[config.mk]
export PLATFORM = sky130hd
export DESIGN_NAME = half_accumulate_sequencer
export DESIGN_NICKNAME = d
export VERILOG_FILES = /design/src/rtl/half_accumulate_sequencer.sv
export SDC_FILE = /design/constraint.sdc
export NUM_CORES = 1
export LEC_CHECK = 0
export ABC_AREA = 1
export CAP_MARGIN = 20
export CORE_AREA = 4 4 85 95
export CTS_CLUSTER_SIZE = 30
export DETAILED_ROUTE_END_ITERATION = 16
export DIE_AREA = 0 0 89 99
export DONT_BUFFER_PORTS = 1
export HOLD_SLACK_MARGIN = 0.02
export SLEW_MARGIN = 40
export SYNTH_ARGS = -nofsm -noshare
export SYNTH_HDL_FRONTEND = slang
export SYNTH_SLANG_ARGS = --single-unit
[constraint.sdc]
create_clock -name clk -period 1.6 [get_ports clk]
set_clock_uncertainty 0.05 [all_clocks]
set_input_delay 0.32 -clock clk [delete_from_list [all_inputs] [get_ports clk]]
set_output_delay 0.32 -clock clk [all_outputs]
set_load 0.02 [all_outputs]
[src/rtl/half_accumulate_sequencer.sv]
// Issue sequencer for the FP16 add-accumulate stage: takes a stream of operand
// pairs, clears the accumulator, spaces issues by ISSUE_GAP, waits for the
// pipeline to drain and hands the captured sum out on a valid/ready port.
module half_accumulate_sequencer #(
  parameter int MAX_TERMS    = 64,
  parameter int ISSUE_GAP    = 4,
  parameter int DRAIN_CYCLES = 5,
  localparam int CW          = $clog2(MAX_TERMS + 1)
) (
  input  logic          clk,
  input  logic          rst,
  input  logic          s_valid,
  output logic          s_ready,
  input  logic [15:0]   s_a,
  input  logic [15:0]   s_b,
  input  logic          s_last,
  output logic          acc_clear,
  output logic          acc_in_valid,
  output logic [15:0]   acc_a,
  output logic [15:0]   acc_b,
  input  logic [15:0]   acc_c,
  output logic          m_valid,
  input  logic          m_ready,
  output logic [15:0]   m_data,
  output logic [CW-1:0] m_count,
  output logic          m_trunc,
  output logic          m_nan,
  output logic          m_inf
);

  localparam int GW = (ISSUE_GAP > 1) ? $clog2(ISSUE_GAP) : 1;
  localparam int DW = $clog2(DRAIN_CYCLES + 1);
  localparam logic [GW-1:0] GAP_LD = GW'(ISSUE_GAP - 1);

  typedef enum logic [2:0] {IDLE, CLEAR, ISSUE, DRAIN, OUT} state_e;

  state_e        state_q;
  logic [CW-1:0] term_q, term_d;
  logic [GW-1:0] gap_q;
  logic [DW-1:0] drain_q;
  logic          trunc_q;
  logic          s_ready_q, acc_clear_q, acc_in_valid_q;
  logic [15:0]   acc_a_q, acc_b_q;
  logic          m_valid_q, m_trunc_q, m_nan_q, m_inf_q;
  logic [15:0]   m_data_q;
  logic [CW-1:0] m_count_q;
  logic          accept, hit_max, vec_end;

  // Handshake and end-of-vector decode for the current ISSUE cycle.
  always_comb begin
    accept  = s_valid && s_ready_q;
    term_d  = term_q + CW'(1);
    hit_max = (term_d == CW'(MAX_TERMS));
    vec_end = s_last || hit_max;
  end

  // Sequencer FSM; every output is a register updated here.
  always_ff @(posedge clk) begin
    if (rst) begin
      state_q        <= IDLE;
      term_q         <= '0;
      gap_q          <= '0;
      drain_q        <= '0;
      trunc_q        <= 1'b0;
      s_ready_q      <= 1'b0;
      acc_clear_q    <= 1'b0;
      acc_in_valid_q <= 1'b0;
      acc_a_q        <= '0;
      acc_b_q        <= '0;
      m_valid_q      <= 1'b0;
      m_data_q       <= '0;
      m_count_q      <= '0;
      m_trunc_q      <= 1'b0;
      m_nan_q        <= 1'b0;
      m_inf_q        <= 1'b0;
    end else begin
      acc_clear_q    <= 1'b0;
      acc_in_valid_q <= 1'b0;
      case (state_q)
        IDLE: begin
          if (s_valid) begin
            state_q     <= CLEAR;
            acc_clear_q <= 1'b1;
          end
        end
        CLEAR: begin
          state_q   <= ISSUE;
          term_q    <= '0;
          gap_q     <= '0;
          trunc_q   <= 1'b0;
          s_ready_q <= 1'b1;
        end
        ISSUE: begin
          if (accept) begin
            acc_in_valid_q <= 1'b1;
            acc_a_q        <= s_a;
            acc_b_q        <= s_b;
            term_q         <= term_d;
            if (vec_end) begin
              state_q   <= DRAIN;
              drain_q   <= DW'(DRAIN_CYCLES);
              trunc_q   <= hit_max && !s_last;
              gap_q     <= '0;
              s_ready_q <= 1'b0;
            end else begin
              gap_q     <= GAP_LD;
              s_ready_q <= (GAP_LD == '0);
            end
          end else if (gap_q != '0) begin
            gap_q     <= gap_q - GW'(1);
            s_ready_q <= (gap_q == GW'(1));
          end
        end
        DRAIN: begin
          // The cycle carrying the final issue pulse is not counted.
          if (!acc_in_valid_q) begin
            if (drain_q == DW'(1)) begin
              state_q   <= OUT;
              m_valid_q <= 1'b1;
              m_data_q  <= acc_c;
              m_count_q <= term_q;
              m_trunc_q <= trunc_q;
              m_nan_q   <= (acc_c[14:10] == 5'h1F) && (acc_c[9:0] != '0);
              m_inf_q   <= (acc_c[14:10] == 5'h1F) && (acc_c[9:0] == '0);
            end else begin
              drain_q <= drain_q - DW'(1);
            end
          end
        end
        OUT: begin
          if (m_ready) begin
            m_valid_q <= 1'b0;
            state_q   <= IDLE;
          end
        end
        default: state_q <= IDLE;
      endcase
    end
  end

  assign s_ready      = s_ready_q;
  assign acc_clear    = acc_clear_q;
  assign acc_in_valid = acc_in_valid_q;
  assign acc_a        = acc_a_q;
  assign acc_b        = acc_b_q;
  assign m_valid      = m_valid_q;
  assign m_data       = m_data_q;
  assign m_count      = m_count_q;
  assign m_trunc      = m_trunc_q;
  assign m_nan        = m_nan_q;
  assign m_inf        = m_inf_q;

endmodule

==> summary.md <==
Clock network
* 78 — TritonCTS sink count
* 2 — worst-case clock buffer depth
* 3 — number of H-tree levels
* 9 — total CTS buffers
* 0.34 ns — clock insertion delay at the later pin of the skew report
* 0.08 ns — clock transition at the registers of the reported paths
* built — CTS tree
* sky130_fd_sc_hd__clkbuf_8 — buffer type at the clock tree root

Global routing
* 0 — number of antenna violations at the first check in global routing
* 17.0% — all-layer global routing usage
* 2556 — via count of the first global-routing pass
* 46 — largest net degree at the start of global routing
* 11900 um — wire length of the first global-routing pass
* 0 — global route overflow

Die
* 8810 um2 — Die Footprint
* 32 — standard-cell rows
* 89 um — width of the die
* 115 — I/O pin count
* 99 um — die span in y
* 7010 um2 — Core Footprint
* 44.6% — starting utilization of the core area

STA
* 0.550 ns — actual slew at the worst max-slew pin
* 643 MHz — maximum clock frequency
* 1.55 ns — Tmin final
* 97.2% — fin crit share
* 0.0454 ns — final worst setup slack
* 63.2% — Slew HR
* true — RSZ-0062 raised after global routing
* 0 — final hold vios
* 0.0494 ns — Worst Hold Margin
* 0 — Max Transition Viols Final
* 0 — final number of setup-violating endpoints

Drt
* 14.7 um — average wire per standard cell
* 5.15 — detailed-route vias per instance
* 106 — drt initial violations
* 0 — total DRC errors in the routed layout
* 7600 um — final routed wirelength across all metal layers
* 0 — post-route ant nets
* 2662 — number of vias in the routed layout
* 4 — number of search-and-repair iterations in the first detailed-routing pass

Cells and area
* 0 — number of inserted diodes
* 16.9% — fraction of final layout cells sized beyond drive strength 1
* 17.7% — synth-to-layout area growth
* 674 — filler cell count
* 3680 um2 — final std cell area, no fill
* 485 — net total in the final layout
* 52.5% — Util after Layout

Logic synthesis
* 0 — count of warnings emitted by yosys
* 7.49 um2 — mean post-synth cell area
* 31 — post-synthesis cell type count
* 417 — gate count of the mapped netlist
* 3120 um2 — post-synthesis cell area
* 0 — number of synthesized flops with an enable pin
* 50.0% — proportion of synthesized chip area in sequential cells
* 78 — number of synthesized register bits
* 0% — share of synthesized registers carrying an async set or reset
* sky130_fd_sc_hd__dfxtp_1 — Synth Flop Type
* 475 — net count after synthesis

Setup path
* term_q[0]$_SDFFE_PP0P_ — beginning of the worst register-to-register path
* flop to flop — worst setup path category
* drain_q[0]$_SDFFE_PP0P_ — capturing point of the worst reg2reg path
* 6 — Worst Path Max Fanout
* 10 — worst-case reg-to-reg path depth
* 1.79 ns — required arrival time at the worst endpoint
* 0.05 ns — R2R Setup Slk
* term_q[0]$_SDFFE_PP0P_ — source of the critical timing path
* 1.75 ns — critical path data arrival time
* drain_q[0]$_SDFFE_PP0P_ — termination of the worst setup path
* flop — Worst setup SP type
* flop — element type at the critical path end

Power
* 1.52 nW — LEAKAGE
* 0.716 mV — worst IR drop on VDD
* 1380 nW/um2 — pwr/cell area
* 5.07 mW — Design Power

Outcome
* complete, no violations — run status

Flow run
* 0 — number of max-cap violations

Placed design
* 0 — count of buffers from port buffering
* 5170 um — detailed-placement wirelength estimate
* 0.833 — weighted congestion at the end of routability-driven global placement
* -0.0338 ns — Post-Place Setup Slack
* 3270 um2 — placement-stage cell area

Worst hold path
* input port to flop — Hold WC Path Type

## layer usage
metal / routed length (um) / global-route usage, % / part of all wire (%) / up-vias
met3: 739 / 4.85 / 9.7 / 12
met1: 3100 / 20.7 / 41 / 1183
met5: 0 / 0 / 0 / -
li1: - / - / - / 1370
met2: 3660 / 28.1 / 48 / 97
met4: 105 / 6.41 / 1.4 / 0
## synthesized netlist by cell type, types with 2 or more instances
| library cell | number | area share [%] |
|---|---|---|
| sky130_fd_sc_hd__nor2_1 | 121 | 15 |
| sky130_fd_sc_hd__dfxtp_1 | 78 | 50 |
| sky130_fd_sc_hd__nand2_1 | 43 | 5.2 |
| sky130_fd_sc_hd__o21ai_0 | 31 | 5.0 |
| sky130_fd_sc_hd__o21ai_1 | 29 | 4.6 |
| sky130_fd_sc_hd__a21oi_1 | 23 | 3.7 |
| sky130_fd_sc_hd__inv_1 | 21 | 2.5 |
| sky130_fd_sc_hd__nand3_1 | 16 | 2.6 |
| sky130_fd_sc_hd__clkbuf_1 | 12 | 1.4 |
| sky130_fd_sc_hd__buf_2 | 5 | 0.80 |
| sky130_fd_sc_hd__ha_1 | 5 | 2.0 |
| sky130_fd_sc_hd__nand2_2 | 4 | 0.80 |
| sky130_fd_sc_hd__inv_2 | 3 | 0.36 |
| sky130_fd_sc_hd__nand4_1 | 3 | 0.60 |
| sky130_fd_sc_hd__buf_4 | 2 | 0.48 |
| sky130_fd_sc_hd__nand3_2 | 2 | 0.64 |
| sky130_fd_sc_hd__nor2_2 | 2 | 0.40 |
| sky130_fd_sc_hd__nor3_1 | 2 | 0.32 |
| sky130_fd_sc_hd__nor4_1 | 2 | 0.40 |
| sky130_fd_sc_hd__xnor2_1 | 2 | 0.56 |
## flip-flops by register name, indices dropped and copies added, names as in the netlist, 2 cells and up
signal and flops:
acc_a 16, acc_b 16, drain_q 3, gap_q 2, m_count 7, m_data 16, state_q 3, term_q 7
## cells in the final DEF, fill, tap and decap left out, types with 2 or more instances in the layout
master | Yosys | layout
sky130_fd_sc_hd__clkinv_2 | 0 | 2
sky130_fd_sc_hd__nor2_4 | 1 | 3
sky130_fd_sc_hd__o21ai_1 | 29 | 28
sky130_fd_sc_hd__a21oi_2 | 0 | 3
sky130_fd_sc_hd__inv_1 | 21 | 21
sky130_fd_sc_hd__nor4_1 | 2 | 2
sky130_fd_sc_hd__ha_1 | 5 | 4
sky130_fd_sc_hd__nand3_4 | 0 | 2
sky130_fd_sc_hd__nand4_1 | 3 | 3
sky130_fd_sc_hd__nand2_1 | 43 | 39
sky130_fd_sc_hd__a21oi_1 | 23 | 20
sky130_fd_sc_hd__inv_2 | 3 | 2
sky130_fd_sc_hd__clkbuf_8 | 0 | 9
sky130_fd_sc_hd__dlygate4sd3_1 | 0 | 2
sky130_fd_sc_hd__dfxtp_1 | 78 | 74
sky130_fd_sc_hd__buf_12 | 0 | 2
sky130_fd_sc_hd__nand3_1 | 16 | 10
sky130_fd_sc_hd__nor2_2 | 2 | 3
sky130_fd_sc_hd__bufinv_16 | 0 | 3
sky130_fd_sc_hd__o21ai_2 | 1 | 2
sky130_fd_sc_hd__nor2_1 | 121 | 118
sky130_fd_sc_hd__o21ai_0 | 31 | 31
sky130_fd_sc_hd__nand2_2 | 4 | 8
sky130_fd_sc_hd__nor3_1 | 2 | 2
sky130_fd_sc_hd__nand3_2 | 2 | 6
sky130_fd_sc_hd__dfxtp_2 | 0 | 4
sky130_fd_sc_hd__buf_4 | 2 | 15
## cells by family after synthesis
logic type	Yosys count	synth area share, %
simple gates	200	27.1
compound gates	87	14.5
flops	78	50.0
buf+inv	45	5.85
fa+ha+maj	5	2.00
xor+xnor	2	0.561
## power by group
group          leakage, nW  total [mW]  internal (mW)  switching [mW]
clock                0.121        1.76           1.04           0.724
sequential           0.632        2.33           2.11           0.214
combinational        0.770       0.980          0.372           0.608
## final cells by class
| class | instances | area [um2] | area share, % |
|---|---|---|---|
| clock inverters | 6 | 109 | 2.96 |
| multi-input cells | 294 | 1500 | 40.8 |
| repair buffers | 19 | 173 | 4.70 |
| clock buffers | 10 | 128 | 3.47 |
| well taps | 85 | 106 | 2.89 |
| flip-flops and latches | 78 | 1570 | 42.6 |
| inverters | 25 | 96.3 | 2.62 |
## through the flow
| stage | std cells | TNS, ns |
|---|---|---|
| floorplan | 417 | 0 |
| global placement | 496 | 0 |
| detailed placement | 496 | -0.0338 |
| CTS | 514 | 0 |
| global route | 517 | -0.277 |
| finish | 517 | 0 |
## critical path: stages (launching register included)
cell	delay [ns]
sky130_fd_sc_hd__dfxtp_2	0.36
sky130_fd_sc_hd__ha_4	0.17
sky130_fd_sc_hd__nand3_4	0.08
sky130_fd_sc_hd__o21bai_4	0.16
sky130_fd_sc_hd__nand2_2	0.08
sky130_fd_sc_hd__nor2_4	0.11
sky130_fd_sc_hd__nand2_2	0.08
sky130_fd_sc_hd__nand2_2	0.08
sky130_fd_sc_hd__nand2_4	0.08
sky130_fd_sc_hd__a21oi_2	0.15
sky130_fd_sc_hd__nor2_1	0.05
## what timing repair did
action	in CTS	in global routing
gates resized for setup	4	28
cloned	0	0
pin swaps	3	12
hold buffers	2	0
hold endpoints to repair	12	0
endpoints found under the setup margin	5	39
setup buffers	0	3
## how the worst min path moves through the flow
stage	cells after the start	to	startpoint	slack, ns
floorplan	1	m_valid$_SDFFE_PP0P_	rst	0.35
global placement	1	term_q[1]$_SDFFE_PP0P_	rst	0.34
detailed placement	1	state_q[2]$_SDFFE_PP0P_	rst	0.34
CTS	2	acc_clear$_SDFF_PP0_	s_valid	0.03
global route	2	acc_clear$_SDFF_PP0_	s_valid	0.03
finish	2	acc_clear$_SDFF_PP0_	s_valid	0.05
Note: power is estimated with default switching activity, not from simulation.
